<file path="src/rtl/pll_ddr3_seq.sv">
// DDR3 PLL bring-up sequencer: holds the PLL in reset, waits for a stable lock with bounded
// retries, enables the gated PLL outputs in order, then releases the DDR3 controller reset.
module pll_ddr3_seq #(
   parameter int RST_HOLD      = 64,
   parameter int LOCK_TIMEOUT  = 100000,
   parameter int STABLE_CYCLES = 1024,
   parameter int ENCLK_GAP     = 16,
   parameter int MAX_RETRY     = 3,
   parameter int CNT_W         = 20
) (
   input  logic       init_clk,
   input  logic       resetn,
   input  logic       pll_lock,
   input  logic       relock_req,
   output logic       pll_rst,
   output logic       enclk0,
   output logic       enclk2,
   output logic       ddr_rst_n,
   output logic       ready,
   output logic       fail,
   output logic [1:0] retry_cnt,
   output logic [2:0] state
);

   typedef enum logic [2:0] {
      S_RESET_HOLD = 3'd0,
      S_WAIT_LOCK  = 3'd1,
      S_STABLE     = 3'd2,
      S_EN_CLK0    = 3'd3,
      S_EN_CLK2    = 3'd4,
      S_RUN        = 3'd5,
      S_FAIL       = 3'd6
   } state_t;

   localparam logic [CNT_W-1:0] RST_LAST     = CNT_W'(RST_HOLD - 1);
   localparam logic [CNT_W-1:0] TIMEOUT_LAST = CNT_W'(LOCK_TIMEOUT - 1);
   localparam logic [CNT_W-1:0] STABLE_LAST  = CNT_W'(STABLE_CYCLES - 1);
   localparam logic [CNT_W-1:0] GAP_LAST     = CNT_W'(ENCLK_GAP - 1);
   localparam logic [1:0]       RETRY_MAX    = 2'(MAX_RETRY);

   state_t           cur;
   state_t           nxt;
   state_t           retry_state;
   logic [CNT_W-1:0] cnt;
   logic [1:0]       nxt_retry;
   logic [1:0]       retry_next_val;
   logic [1:0]       sync_q;
   logic             lock_s;
   logic             at_max;

   // pll_lock is asynchronous to init_clk; two flops before anything decodes it.
   always_ff @(posedge init_clk or negedge resetn) begin
      if (!resetn) sync_q <= 2'b00;
      else         sync_q <= {sync_q[0], pll_lock};
   end

   assign lock_s = sync_q[1];

   // A failed attempt either retries from RESET_HOLD or gives up once the budget is spent.
   assign at_max         = (retry_cnt == RETRY_MAX);
   assign retry_state    = at_max ? S_FAIL : S_RESET_HOLD;
   assign retry_next_val = at_max ? retry_cnt : retry_cnt + 2'd1;

   // NOTE: every always_comb output gets a default first, so no path can infer a latch.
   always_comb begin
      nxt       = cur;
      nxt_retry = retry_cnt;
      unique case (cur)
         S_RESET_HOLD: if (cnt == RST_LAST) nxt = S_WAIT_LOCK;
         S_WAIT_LOCK: begin
            if (lock_s) nxt = S_STABLE;
            else if (cnt == TIMEOUT_LAST) begin
               nxt       = retry_state;
               nxt_retry = retry_next_val;
            end
         end
         S_STABLE: begin
            if (!lock_s)                  nxt = S_WAIT_LOCK;
            else if (cnt == STABLE_LAST)  nxt = S_EN_CLK0;
         end
         S_EN_CLK0: begin
            if (!lock_s) begin
               nxt       = retry_state;
               nxt_retry = retry_next_val;
            end else if (cnt == GAP_LAST) nxt = S_EN_CLK2;
         end
         S_EN_CLK2: begin
            if (!lock_s) begin
               nxt       = retry_state;
               nxt_retry = retry_next_val;
            end else if (cnt == GAP_LAST) begin
               nxt       = S_RUN;
               nxt_retry = 2'd0;
            end
         end
         S_RUN: begin
            // An explicit relock outranks a coincident lock loss.
            if (relock_req) begin
               nxt       = S_RESET_HOLD;
               nxt_retry = 2'd0;
            end else if (!lock_s) begin
               nxt       = retry_state;
               nxt_retry = retry_next_val;
            end
         end
         S_FAIL: begin
            if (relock_req) begin
               nxt       = S_RESET_HOLD;
               nxt_retry = 2'd0;
            end
         end
         default: begin
            nxt       = S_RESET_HOLD;
            nxt_retry = 2'd0;
         end
      endcase
   end

   // NOTE: sequential state uses non-blocking assignments only; outputs are decoded from
   // the next state so they are registered yet change on the same edge as the state.
   always_ff @(posedge init_clk or negedge resetn) begin
      if (!resetn) begin
         cur       <= S_RESET_HOLD;
         cnt       <= '0;
         retry_cnt <= 2'd0;
         pll_rst   <= 1'b1;
         enclk0    <= 1'b0;
         enclk2    <= 1'b0;
         ddr_rst_n <= 1'b0;
         ready     <= 1'b0;
         fail      <= 1'b0;
      end else begin
         cur       <= nxt;
         cnt       <= (nxt != cur) ? '0 : cnt + CNT_W'(1);
         retry_cnt <= nxt_retry;
         pll_rst   <= (nxt == S_RESET_HOLD) || (nxt == S_FAIL);
         enclk0    <= (nxt == S_EN_CLK0) || (nxt == S_EN_CLK2) || (nxt == S_RUN);
         enclk2    <= (nxt == S_EN_CLK2) || (nxt == S_RUN);
         ddr_rst_n <= (nxt == S_RUN);
         ready     <= (nxt == S_RUN);
         fail      <= (nxt == S_FAIL);
      end
   end

   assign state = cur;

endmodule

</file>
<file path="config.mk">
export PLATFORM = sky130hd
export DESIGN_NAME = pll_ddr3_seq
export DESIGN_NICKNAME = d
export VERILOG_FILES = /design/src/rtl/pll_ddr3_seq.sv
export SDC_FILE = /design/constraint.sdc
export NUM_CORES = 1
export LEC_CHECK = 0
export CAP_MARGIN = 20
export CELL_PAD_IN_SITES_DETAIL_PLACEMENT = 0
export CELL_PAD_IN_SITES_GLOBAL_PLACEMENT = 2
export CORE_ASPECT_RATIO = 1.2
export CORE_MARGIN = 5
export CORE_UTILIZATION = 40
export CTS_BUF_LIST = sky130_fd_sc_hd__clkbuf_8
export CTS_CLUSTER_SIZE = 30
export DETAILED_ROUTE_END_ITERATION = 6
export PLACE_DENSITY_LB_ADDON = 0.2
export SYNTH_ARGS = -nofsm -noshare
export SYNTH_HDL_FRONTEND = slang
export SYNTH_SLANG_ARGS = --single-unit
</file>
<file path="constraint.sdc">
create_clock -name init_clk -period 6.5 [get_ports init_clk]
set_input_delay 1.3 -clock init_clk [delete_from_list [all_inputs] [get_ports init_clk]]
set_output_delay 1.3 -clock init_clk [all_outputs]
set_load 0.03 [all_outputs]
</file>
==> results of run 1 <==
cells in the final DEF (no fill, tap or decap), types with 3 or more instances in the layout:
master	count
nand2_1	16
inv_1	10
nor3_1	29
dfrtp_1	31
xor2_1	4
nand2b_1	4
o31ai_1	4
nor2b_1	3
xnor2_1	14
a21oi_1	10
nand4_1	3
clkdlybuf4s50_1	14
o21ai_0	12
nor2_1	15
nand3_1	8
and3_1	7
clkbuf_8	5
cells by family after synthesis:
kind of cell	share of synthesized area (%)
and+or+nand+nor	30.4
AOI/OAI and AO/OA	13.4
DFF	40.7
buffers and inverters	6.35
xor gates and xnor gates	7.99
muxes	0.571
adders and majority gates	0.634
per-stage QoR:
| stage | setup WS [ns] | std cells | hold WS, ns | util [%] | total power [mW] |
|---|---|---|---|---|---|
| finish | 3.19 | 291 | 0.351 | 45.4 | 0.768 |
| global placement | 2.95 | 283 | 0.336 | 43.2 | 0.588 |
| floorplan | 3.81 | 221 | 0.331 | - | 0.515 |
| global route | 2.92 | 291 | 0.377 | 45.4 | 0.822 |
| CTS | 3.17 | 291 | 0.357 | 45.4 | 0.779 |
| detailed placement | 2.88 | 283 | 0.339 | 43.2 | 0.591 |
cells in the mapped netlist (all sizes together) (2+ instances only):
library cell / count
a21oi: 10
buf: 11
xor2: 4
or2: 2
and2: 2
o311ai: 2
inv: 9
clkbuf: 2
o31ai: 4
nand2: 16
and3b: 2
a31oi: 2
nor2: 15
and4: 2
nor4: 4
dfrtp: 31
or3: 2
nand2b: 6
o211a: 2
nand4: 3
and3: 7
nor3: 29
xnor2: 14
nor2b: 3
nand3: 8
o21ai: 12
o22ai: 2
state kept, by name, summed over array words and instances (netlist names), 2 cells and up:
register / cells
cnt: 20
retry_cnt: 2
state: 3
sync_q: 2
worst min-delay path by stage:
| stage | cells after the start | slack [ns] | end |
|---|---|---|---|
| finish | 0 | 0.35 | sync_q[1] |
| floorplan | 0 | 0.33 | sync_q[1] |
| detailed placement | 0 | 0.34 | sync_q[1] |
| CTS | 0 | 0.36 | sync_q[1] |
| global route | 0 | 0.38 | sync_q[1] |
| global placement | 0 | 0.34 | sync_q[1] |
metal layers:
layer / vias up / part of all wire [%] / track usage (%)
met5: - / 0 / 0
met4: 0 / 1.9 / 6.59
met3: 8 / 3.0 / 3.23
met2: 22 / 51 / 26.8
met1: 774 / 44 / 18.1
li1: 812 / - / -
critical path, stage by stage:
cell and delay [ns]:
clkdlybuf4s50_1 0.62, nor2_1 0.11, a32o_1 0.29, o32ai_1 0.31, a221o_1 0.68, nor3_1 0.12
power by group through the flow:
| stage | Combinational [mW] | Clock, mW | Sequential [mW] |
|---|---|---|---|
| 3_5_place_dp | 0.302 | 0 | 0.289 |
| 3_3_place_gp | 0.301 | 0 | 0.286 |
| 4_1_cts | 0.304 | 0.189 | 0.285 |
| 6_report | 0.298 | 0.184 | 0.285 |
| 5_1_grt | 0.333 | 0.197 | 0.292 |
| 2_1_floorplan | 0.221 | 0 | 0.294 |
area by class of cell:
type | instances | area, sq um | area share, %
well taps | 60 | 75.1 | 3.40
inverters | 9 | 33.8 | 1.53
repair buffers | 15 | 148 | 6.68
clock inverters | 3 | 38.8 | 1.75
clock buffers | 5 | 68.8 | 3.11
multi-input cells | 167 | 1040 | 47.3
flip-flops and latches | 32 | 802 | 36.3
==> impl_metrics.csv, run 1 <==
group,metric,value,unit
sta,hold_violations,0,
grt,grt_pass1_vias,1695,
sta,fin_crit,3.31,ns
floorplanning,pin_count,15,
grt,track_usage,15.4,%
clock_network,cts_setup_buffers,0,
power,switchingPower,310,uW
critical_path,worstSetupEndpointType,"flop",
power,pwr_density_cell,347,nW/um^2
route,drc_errors,0,
flow_run,max_cap_viol_count,0,
critical_path,crit_type,"in2reg",
critical_path,crit_start,"relock_req",
critical_path,worstSetupEndpoint,"cnt[5]",
yosys,synth_cell_types,49,
critical_path,ff2ff_path_depth,7,
route,drt_iter0_drc,95,
layout,antennaDiodeCount,0,
grt,grt_remaining_overflow,0,
layout,stdcell_area,2210,sq um
yosys,synth_edf_count,0,
clock_network,cts_root_buffer,"clkbuf_8",
worst_hold_path,hp-class,"reg2reg",
critical_path,worst-r2r-setup-slack,3.88,ns
route,dr.pass1.iters,4,
power,power.leakage,0.898,nW
yosys,netlist_area,1970,sq um
sta,fin_worst_skew,0.00447,ns
layout,fillers,481,
placed_design,gp_congestion,0.826,
floorplanning,start_util,40.5,%
layout,layout-drive-gt1-share,7.79,%
floorplanning,core_area,4870,sq um
critical_path,worstPathMaxFanout,20,
power,peakVddDrop,0.137,mV
yosys,synth_fp_nets,226,
critical_path,crit_required,6.63,ns
clock_network,ctsResizeCount,0,
power,p_clk_share,24.0,%
grt,antenna_found_initial,0,
status,status,"complete, no violations",
yosys,synth-main-ff-cell,"dfrtp_1",
critical_path,arrival,3.44,ns
floorplanning,fp.dieW,74.1,microns
floorplanning,rows,28,
yosys,yosysTopAreaCell,"dfrtp_1",
yosys,yosysWarnings,0,
route,vias,1616,
power,p_sw_share,40.4,%
power,internal-power,457,uW
clock_network,cts_tree,"yes",
clock_network,postCtsHoldBufs,0,
clock_network,cts_buffers,5,
placed_design,port_buffers,14,
sta,max_freq,302,MHz
clock_network,clk_pin_slew,0.06,ns
yosys,synth-seq-cells,32,
route,routed_wl,4.45,mm
clock_network,cts_buffer_depth,2,
sta,worstMarginPinSlew,0.728,ns
critical_path,r2r_end,"cnt[5]",
critical_path,worstReg2RegStart,"cnt[0]",
power,power_frac_seq,37.1,%
layout,area_growth_syn_to_layout,12.1,%
sta,slew_headroom,51.5,%
placed_design,place_area,2100,sq um
layout,fin_nets,235,
sta,slew_violations,0,
floorplanning,die_area,6440,sq um
grt,grt_max_degree,25,
worst_hold_path,min_from,"sync_q[0]",
route,routedWlPerCell,15.3,microns
floorplanning,die_h,86.9,microns
sta,rsz0062_at_grt,"false",
clock_network,cts_max_level,2,
yosys,netlist.area_leader.share,39.3,%
yosys,ys_async_sr_fraction,100,%
clock_network,cts_sinks,32,
route,antenna_left,0,
critical_path,start_kind,"primary input",
grt,grt_first_pass_wirelength,7.86,mm
yosys,synthTopCellsByArea,"dfrtp_1 39%, nor3_1 7.4%, xnor2_1 6.2%",
sta,tns,0,ns
power,p_comb_share,38.8,%
clock_network,clk_latency,0.28,ns
placed_design,dp.final_hpwl,3.25,mm
yosys,ys_seq_area_share,40.7,%
yosys,syn_avg_cell_area,8.92,sq um
sta,setup-violations-final,0,
sta,period_share,50.9,%
yosys,netlist_instances,221,
route,viasPerCell,5.55,
(Power assumes the default switching activity.)
==> run 2: changes to the inputs <==
--- a/config.mk
+++ b/config.mk
@@ -10,7 +10,7 @@
 export CELL_PAD_IN_SITES_GLOBAL_PLACEMENT = 2
 export CORE_ASPECT_RATIO = 1.2
 export CORE_MARGIN = 5
-export CORE_UTILIZATION = 40
+export CORE_UTILIZATION = 38
 export CTS_BUF_LIST = sky130_fd_sc_hd__clkbuf_8
 export CTS_CLUSTER_SIZE = 30
 export DETAILED_ROUTE_END_ITERATION = 6
==> constraint.sdc (replaced) <==
create_clock -name init_clk -period 3.25 [get_ports init_clk]
set_input_delay 0.65 -clock init_clk [delete_from_list [all_inputs] [get_ports init_clk]]
set_output_delay 0.65 -clock init_clk [all_outputs]
set_load 0.03 [all_outputs]
==> run 2 against run 1 <==
Against the previous run:
- sequential power up 83%
- wire length rose by 2.1%
- clock skew is essentially flat
- cell count increased by 1.7%
- sequential share of layout area is 0.61 points lower
- power up 110%
- non-clock buffer count up 5
- sequential cell count did not move
- register-to-register slack lost 2.9 ns
- largest cell class unchanged
==> impl_metrics.csv, run 2 (synthesized netlist as in run 1, its figures left out) <==
group,metric,value,unit
placed_design,dp.final_hpwl,3.30,mm
floorplanning,pin_count,15,
clock_network,cts_max_level,2,
floorplanning,die_h,88.9,microns
clock_network,clk_latency,0.28,ns
layout,layout-drive-gt1-share,9.75,%
grt,track_usage,14.9,%
sta,worstMarginPinSlew,0.578,ns
sta,hold_violations,0,
critical_path,crit_type,"in2reg",
layout,fin_nets,240,
power,pwr_density_cell,707,nW/um^2
critical_path,worstPathMaxFanout,20,
sta,tns,0,ns
grt,grt_pass1_vias,1675,
critical_path,worstSetupEndpointType,"flop",
route,antenna_left,0,
route,drt_iter0_drc,116,
sta,fin_crit,2.41,ns
status,status,"complete, no violations",
critical_path,cp_num_buf_inv,2,
critical_path,arrival,2.57,ns
critical_path,worstReg2RegStart,"cnt[0]",
floorplanning,start_util,39.6,%
sta,rsz0062_at_grt,"false",
floorplanning,die_area,6740,sq um
placed_design,gp_congestion,0.880,
floorplanning,rows,28,
clock_network,postCtsHoldBufs,0,
critical_path,start_kind,"primary input",
route,routed_wl,4.54,mm
route,drc_errors,0,
sta,whs,0.347,ns
layout,final_common_cell,"dfrtp_1",
clock_network,clk_pin_slew,0.06,ns
sta,fin_worst_skew,0.00482,ns
power,power.leakage,0.923,nW
critical_path,crit_start,"relock_req",
clock_network,cts_sinks,32,
power,power,1.59,mW
floorplanning,fp.dieW,75.8,microns
clock_network,cts_buffer_depth,2,
layout,largest_register,"cnt",
critical_path,path_cells,"clkdlybuf4s50_1, nor2_1, a32o_1, o32ai_1, a221o_1, buf_4, nor3_1",
flow_run,max_cap_viol_count,0,
route,viasPerCell,5.75,
layout,antennaDiodeCount,0,
clock_network,cts_setup_buffers,0,
clock_network,ctsResizeCount,0,
layout,largest_reg_flops,20,
grt,grt_first_pass_wirelength,7.67,mm
clock_network,cts_tree,"yes",
clock_network,cts_root_buffer,"clkbuf_8",
grt,grt_remaining_overflow,0,
worst_hold_path,hp-class,"reg2reg",
layout,layout_common_cells,"31 x dfrtp_1, 29 x nor3_1, 16 x nand2_1",
sta,slew_headroom,61.5,%
route,routedWlPerCell,15.3,microns
layout,area_growth_syn_to_layout,14.0,%
critical_path,cpPeakStageDelay,0.64,ns
grt,grt_max_degree,33,
critical_path,crit_family,"buffers and inverters",
sta,max_freq,415,MHz
critical_path,critPathSlowestCell,"clkdlybuf4s50_1",
sta,period_share,74.2,%
route,dr.pass1.iters,4,
sta,slew_violations,0,
placed_design,port_buffers,14,
floorplanning,core_area,4970,sq um
worst_hold_path,min_from,"sync_q[0]",
grt,antenna_found_initial,0,
power,peakVddDrop,0.337,mV
sta,setup-violations-final,0,
clock_network,cts_buffers,5,
route,vias,1701,
critical_path,crit_required,3.41,ns
-- run 2: per-layer routing --
layer	up-vias	part of all wire, %	global-route usage, %
met4	0	3.1	8.11
li1	824	-	-
met1	806	42	17.9
met2	55	50	24.6
met3	16	4.4	3.15
met5	-	0	0
-- run 2: layout make-up --
type / count / area (sq um)
clock buffer: 5 / 68.8
clock inverter: 3 / 38.8
fill: 483 / 2730
inverter: 9 / 33.8
multi-input combinational: 167 / 1040
sequential: 32 / 802
tap: 60 / 75.1
timing repair buffer: 20 / 185
-- run 2: worst paths after layout --
kind                        endpoint  slack [ns]  cells past startpoint
max reg2reg                   cnt[6]        0.94                      8
min                        sync_q[1]        0.35                      0
max                           cnt[6]        0.84                      7
min reg2reg                sync_q[1]        0.35                      0
min in group asynchronous     cnt[9]        0.75                      2
max in group asynchronous    pll_rst        2.16                      2
-- run 2: report_power, final --
| group | internal [mW] | switching, mW |
|---|---|---|
| combinational | 0.270 | 0.428 |
| sequential | 0.456 | 0.0664 |
| clock | 0.224 | 0.146 |
| total | 0.950 | 0.640 |
-- run 2: metrics by stage --
step | utilization [%] | cells | setup WS [ns] | cell area [sq um]
6_report | 45.2 | 296 | 0.840 | 2250
5_1_grt | 45.2 | 296 | 0.706 | 2250
4_1_cts | 45.2 | 296 | 0.871 | 2250
3_5_place_dp | 43.0 | 288 | 0.597 | 2140
3_3_place_gp | 43.0 | 288 | 0.646 | 2140
2_1_floorplan | - | 221 | 1.04 | 1970
